$ cat config.mk
export PLATFORM = sky130hd
export DESIGN_NAME = serial_add_8bit_flat
export DESIGN_NICKNAME = d
export VERILOG_FILES = /design/src/rtl/serial_add_8bit_if.sv /design/src/rtl/serial_add_8bit.sv /design/src/flat_wrapper.sv
export SDC_FILE = /design/constraint.sdc
export NUM_CORES = 1
export LEC_CHECK = 0
export ABC_AREA = 1
export BUFFER_PORTS_ARGS = -buffer_cell sky130_fd_sc_hd__clkbuf_2
export CORE_ASPECT_RATIO = 1.1
export CORE_MARGIN = 3
export CORE_UTILIZATION = 58
export CTS_BUF_LIST = sky130_fd_sc_hd__clkbuf_8
export CTS_CLUSTER_SIZE = 10
export DETAILED_ROUTE_END_ITERATION = 7
export PLACE_DENSITY_LB_ADDON = 0.05
export SYNTH_ARGS = -nofsm -noshare
export SYNTH_HDL_FRONTEND = slang
export SYNTH_SLANG_ARGS = --single-unit
$ cat constraint.sdc
create_clock -name clk -period 1.5 [get_ports clk]
set_input_delay 0.15 -clock clk [delete_from_list [all_inputs] [get_ports clk]]
set_output_delay 0.15 -clock clk [all_outputs]
set_load 0.005 [all_outputs]
$ cat src/rtl/serial_add_8bit_if.sv
// Operand/result handshake bundle for the bit-serial adder.
// The master side presents operands and consumes results; the slave side is the adder.
interface serial_add_8bit_if #(
    parameter int WIDTH = 8
);
    logic             in_valid;
    logic             in_ready;
    logic [WIDTH-1:0] A;
    logic [WIDTH-1:0] B;
    logic             Cin;
    logic             out_valid;
    logic             out_ready;
    logic [WIDTH-1:0] S;
    logic             Cout;

    modport master (
        output in_valid, A, B, Cin, out_ready,
        input  in_ready, out_valid, S, Cout
    );

    modport slave (
        input  in_valid, A, B, Cin, out_ready,
        output in_ready, out_valid, S, Cout
    );
endinterface

$ cat src/rtl/serial_add_8bit.sv
// Bit-serial adder: one full-adder cell plus a carry flop, LSB first.
// It computes S = (A + B + Cin) mod 2^WIDTH and Cout = carry out of the MSB.
// Used beside the serial subtractor to recover the minuend from D and B.
// The result register S only changes on the final bit, so consumers never see
// partial sums.
module serial_add_8bit #(
    parameter int WIDTH = 8
) (
    input  logic                 clk,
    input  logic                 rst,
    serial_add_8bit_if.slave     bus
);
    localparam int CNT_W = (WIDTH > 1) ? $clog2(WIDTH) : 1;
    localparam logic [CNT_W-1:0] CNT_LAST = CNT_W'(WIDTH - 1);

    typedef enum logic [1:0] {
        ST_IDLE = 2'd0,
        ST_RUN  = 2'd1,
        ST_DONE = 2'd2
    } state_t;

    // Single-bit full adder; returns {carry, sum}.
    function automatic logic [1:0] full_add(input logic a, input logic b, input logic c);
        logic sum_v;
        logic carry_v;
        sum_v   = a ^ b ^ c;
        carry_v = (a & b) | (c & (a ^ b));
        return {carry_v, sum_v};
    endfunction

    state_t           state_q,     state_d;
    logic [WIDTH-1:0] a_q,         a_d;
    logic [WIDTH-1:0] b_q,         b_d;
    logic [WIDTH-1:0] res_q,       res_d;
    logic             c_q,         c_d;
    logic [CNT_W-1:0] cnt_q,       cnt_d;
    logic [WIDTH-1:0] s_q,         s_d;
    logic             cout_q,      cout_d;
    logic             in_ready_q,  in_ready_d;
    logic             out_valid_q, out_valid_d;
    logic [1:0]       fa_s;
    logic [WIDTH-1:0] res_next_s;

    // Full-adder cell on the current LSBs and the shifted-in result word.
    always_comb begin
        fa_s       = full_add(a_q[0], b_q[0], c_q);
        res_next_s = {fa_s[0], res_q[WIDTH-1:1]};
    end

    // Next-state and next-output computation for the handshake/shift sequencer.
    always_comb begin
        state_d     = state_q;
        a_d         = a_q;
        b_d         = b_q;
        res_d       = res_q;
        c_d         = c_q;
        cnt_d       = cnt_q;
        s_d         = s_q;
        cout_d      = cout_q;
        in_ready_d  = in_ready_q;
        out_valid_d = out_valid_q;

        case (state_q)
            ST_IDLE: begin
                if (bus.in_valid) begin
                    a_d        = bus.A;
                    b_d        = bus.B;
                    c_d        = bus.Cin;
                    res_d      = {WIDTH{1'b0}};
                    cnt_d      = {CNT_W{1'b0}};
                    in_ready_d = 1'b0;
                    state_d    = ST_RUN;
                end else begin
                    state_d = ST_IDLE;
                end
            end
            ST_RUN: begin
                res_d = res_next_s;
                a_d   = {1'b0, a_q[WIDTH-1:1]};
                b_d   = {1'b0, b_q[WIDTH-1:1]};
                c_d   = fa_s[1];
                cnt_d = cnt_q + CNT_W'(1);
                if (cnt_q == CNT_LAST) begin
                    // Last bit: publish the whole word and the final carry together.
                    s_d         = res_next_s;
                    cout_d      = fa_s[1];
                    out_valid_d = 1'b1;
                    cnt_d       = {CNT_W{1'b0}};
                    state_d     = ST_DONE;
                end else begin
                    state_d = ST_RUN;
                end
            end
            ST_DONE: begin
                if (bus.out_ready) begin
                    out_valid_d = 1'b0;
                    in_ready_d  = 1'b1;
                    state_d     = ST_IDLE;
                end else begin
                    state_d = ST_DONE;
                end
            end
            default: begin
                in_ready_d  = 1'b1;
                out_valid_d = 1'b0;
                state_d     = ST_IDLE;
            end
        endcase
    end

    // State, datapath and registered outputs; reset aborts any operation in flight.
    always_ff @(posedge clk) begin
        if (rst) begin
            state_q     <= ST_IDLE;
            a_q         <= {WIDTH{1'b0}};
            b_q         <= {WIDTH{1'b0}};
            res_q       <= {WIDTH{1'b0}};
            c_q         <= 1'b0;
            cnt_q       <= {CNT_W{1'b0}};
            s_q         <= {WIDTH{1'b0}};
            cout_q      <= 1'b0;
            in_ready_q  <= 1'b1;
            out_valid_q <= 1'b0;
        end else begin
            state_q     <= state_d;
            a_q         <= a_d;
            b_q         <= b_d;
            res_q       <= res_d;
            c_q         <= c_d;
            cnt_q       <= cnt_d;
            s_q         <= s_d;
            cout_q      <= cout_d;
            in_ready_q  <= in_ready_d;
            out_valid_q <= out_valid_d;
        end
    end

    assign bus.in_ready  = in_ready_q;
    assign bus.out_valid = out_valid_q;
    assign bus.S         = s_q;
    assign bus.Cout      = cout_q;
endmodule
$ cat src/flat_wrapper.sv
// flat-port wrapper written by rule: the top's interface ports become plain ports
module serial_add_8bit_flat 
#(
    parameter int WIDTH = 8
)
  (clk, rst, bus_in_valid, bus_A, bus_B, bus_Cin, bus_out_ready, bus_in_ready, bus_out_valid, bus_S, bus_Cout);
  serial_add_8bit_if #(.WIDTH(WIDTH)) bus_i ();
  input  logic clk;
  input  logic rst;
  input wire logic [$bits(bus_i.in_valid)-1:0] bus_in_valid;
  input wire logic [$bits(bus_i.A)-1:0] bus_A;
  input wire logic [$bits(bus_i.B)-1:0] bus_B;
  input wire logic [$bits(bus_i.Cin)-1:0] bus_Cin;
  input wire logic [$bits(bus_i.out_ready)-1:0] bus_out_ready;
  output wire logic [$bits(bus_i.in_ready)-1:0] bus_in_ready;
  output wire logic [$bits(bus_i.out_valid)-1:0] bus_out_valid;
  output wire logic [$bits(bus_i.S)-1:0] bus_S;
  output wire logic [$bits(bus_i.Cout)-1:0] bus_Cout;
  assign bus_i.in_valid = bus_in_valid;
  assign bus_i.A = bus_A;
  assign bus_i.B = bus_B;
  assign bus_i.Cin = bus_Cin;
  assign bus_i.out_ready = bus_out_ready;
  assign bus_in_ready = bus_i.in_ready;
  assign bus_out_valid = bus_i.out_valid;
  assign bus_S = bus_i.S;
  assign bus_Cout = bus_i.Cout;
  serial_add_8bit #(.WIDTH(WIDTH)) u_core (.clk(clk), .rst(rst), .bus(bus_i));
endmodule
==> qor.txt <==
Vias in the first global route = 1401
Initial antenna violation count = 0
# fillers = 272
Sequential Area = 801 sq um
Pin count of the biggest net entering global routing = 33
GRT Util Overall = 20.6%
Period minus WS final = 1.28 ns
Post-route ant nets = 0
GPL Wtd Cong = 0.748
CTS Buf Count = 5
Fmax = 0.783 GHz
Height of the die = 66.1 um
Share of cells above drive strength 1 = 25.3%
Pwr Total = 2.36 mW
Final hold vios = 0
Final Util = 71.3%
Worst VDD drop = 881 uV
# rows = 21
Root buffer cell = clkbuf_8
Area Overhead vs Synth = 16.2%
Setup TNS = 0 ns
Vias per inst = 4.98
CTS tree = yes
Hold Startpoint = bus_A[7]
Placed wire-length estimate = 2520 um
Mapped cell area = 1900 sq um
Most common cell after layout, fill and taps aside = nand2_1
#FFs+latches synth = 40
Initial core utilization = 61.4%
Clock Skews = 0.00534 ns
Initial DRC Count = 76
Critical path arrival = 1.47 ns
Mapped Avg Cell Area = 7.21 sq um
Port buffer count = 31
Reg2Reg Depth = 6
Hold/Removal Path Class = in2reg
RSZ-0062 raised after global routing = no
Worst reg2reg endpoint = u_core.c_q
Leakage = 1.00 nW
Placed cell areas = 2060 sq um
Clock Path Buffers = 2
Hold slack = 0.107 ns
First-pass GRT wire length = 6120 um
FF-to-FF setup slack = 0.22 ns
Drt pass-1 iters = 4
Startpoint types = flop
Die width = 60.6 um
Pins Over Slew Limit = 0
Hold Path Sink = u_core.a_q[7]
Worst r2r src = u_core.state_q[1]
NumNets Final = 320
Htree depth = 2
Die area = 4010 sq um
Multi-input gate area = 923 sq um
Final period util = 85.2%
CP max FO = 32
Hold_buf cts = 0
Io pins = 32
N_diodes = 0
Pin slew with the least headroom to its limit = 0.394 ns
Remaining DRCs = 0
Clock sink count = 40
Post-synth cell types = 23
CP Capture Type = flop
Kind of critical path = reg2reg
Net Count, Synth = 288
Clock latency on the worst-skew pair = 0.29 ns
Sequential fraction of the synthesis area = 42.1%
Total number of vias = 1648
Commonest non-fill, non-tap cells in the layout = nand2_1, dfxtp_1, nor2_1, clkbuf_2, nand3_1
# setup viols final = 0
Critical Path RT = 1.69 ns
Final std cell area, no fill = 2210 sq um
Ys Warns = 0
Pwr Density = 1070 nW/um^2
Status = completed
Max-cap violations = 0
Synth Instances = 264
Relative slew slack = 73.4%
DR WL/cell = 11.2 um
Detailed Route WL = 3710 um
Core area = 3100 sq um
Remaining global-route overflow = 0
Worst hold stages = 3
Clock transition at path regs = 0.08 ns
## report_power, final
| part | internal [mW] | switching [mW] | leakage [nW] |
|---|---|---|---|
| Clock | 0.492 | 0.379 | 0.0541 |
| Combinational | 0.141 | 0.193 | 0.621 |
| Sequential | 1.12 | 0.0350 | 0.327 |
| Total | 1.75 | 0.607 | 1.00 |
## registers in the layout, summed over array words and instances, names as in the netlist
register              cells
u_core.state_q            2
u_core.bus.Cout           1
u_core.b_q                8
u_core.res_q              7
u_core.bus.in_ready       1
u_core.bus.out_valid      1
u_core.cnt_q              3
u_core.bus.S              8
u_core.c_q                1
u_core.a_q                8
## Yosys cell counts, drive strengths merged
cell | n | area (sq um)
nor2 | 36 | 143
fa | 1 | 20.0
buf | 11 | 96.3
ha | 2 | 25.0
o21ai | 3 | 26.3
nand4 | 1 | 6.26
dfxtp | 40 | 801
nand3 | 27 | 140
clkbuf | 3 | 11.3
a21oi | 24 | 161
inv | 20 | 77.6
clkinv | 1 | 3.75
nand2 | 95 | 392
## metrics by stage
stage,cells,setup WS (ns)
final,331,0.223
after floorplan,264,0.279
after global routing,331,0.0801
after CTS,329,0.0953
after detailed placement,321,0.113
after global placement,321,0.152
## routing by layer
layer	GRT usage, %	vias to the layer above	wire length [um]
li1	-	887	-
met1	27.3	724	1860
met2	30.6	32	1640
met3	6.05	5	152
met4	8.94	0	59
met5	0	-	0
## critical path, cell delays in order (launching register included)
cell and delay (ns):
dfxtp_1 0.49, inv_4 0.17, o21ai_4 0.11, buf_12 0.21, nand2_1 0.08, nand2_1 0.06
nor2_1 0.04
## layout make-up
type                       count  share of cell area [%]
multi-input combinational    189                    41.7
tap                           34                    1.92
sequential                    40                    36.2
timing repair buffer          39                    11.4
inverter                      21                    3.68
clock inverter                 3                    1.92
clock buffer                   5                    3.11
## worst max path at each step
stage	startpoint	end	slack [ns]
2_1_floorplan	u_core.cnt_q[1]	u_core.bus.S[5]	0.28
3_3_place_gp	u_core.cnt_q[1]	u_core.bus.S[0]	0.15
3_5_place_dp	u_core.cnt_q[1]	u_core.bus.S[0]	0.11
4_1_cts	u_core.cnt_q[1]	u_core.bus.S[0]	0.1
5_1_grt	u_core.cnt_q[1]	u_core.bus.S[0]	0.08
6_report	u_core.state_q[1]	u_core.c_q	0.22
## cells by family (layout without fill, tap and decap cells)
| kind of cell | after synthesis | in the layout | synth area share [%] |
|---|---|---|---|
| compound gates | 27 | 27 | 9.86 |
| fa+ha+maj | 3 | 3 | 2.37 |
| buf+inv | 35 | 68 | 9.93 |
| flops | 40 | 40 | 42.1 |
| simple gates | 159 | 159 | 35.8 |
## timing repair
action                     4_1_cts  5_1_grt
gates resized for setup          0        2
setup endpoints to repair        0        2
buffers inserted                 0        2
No activity file was read; power rests on OpenSTA's default activity.
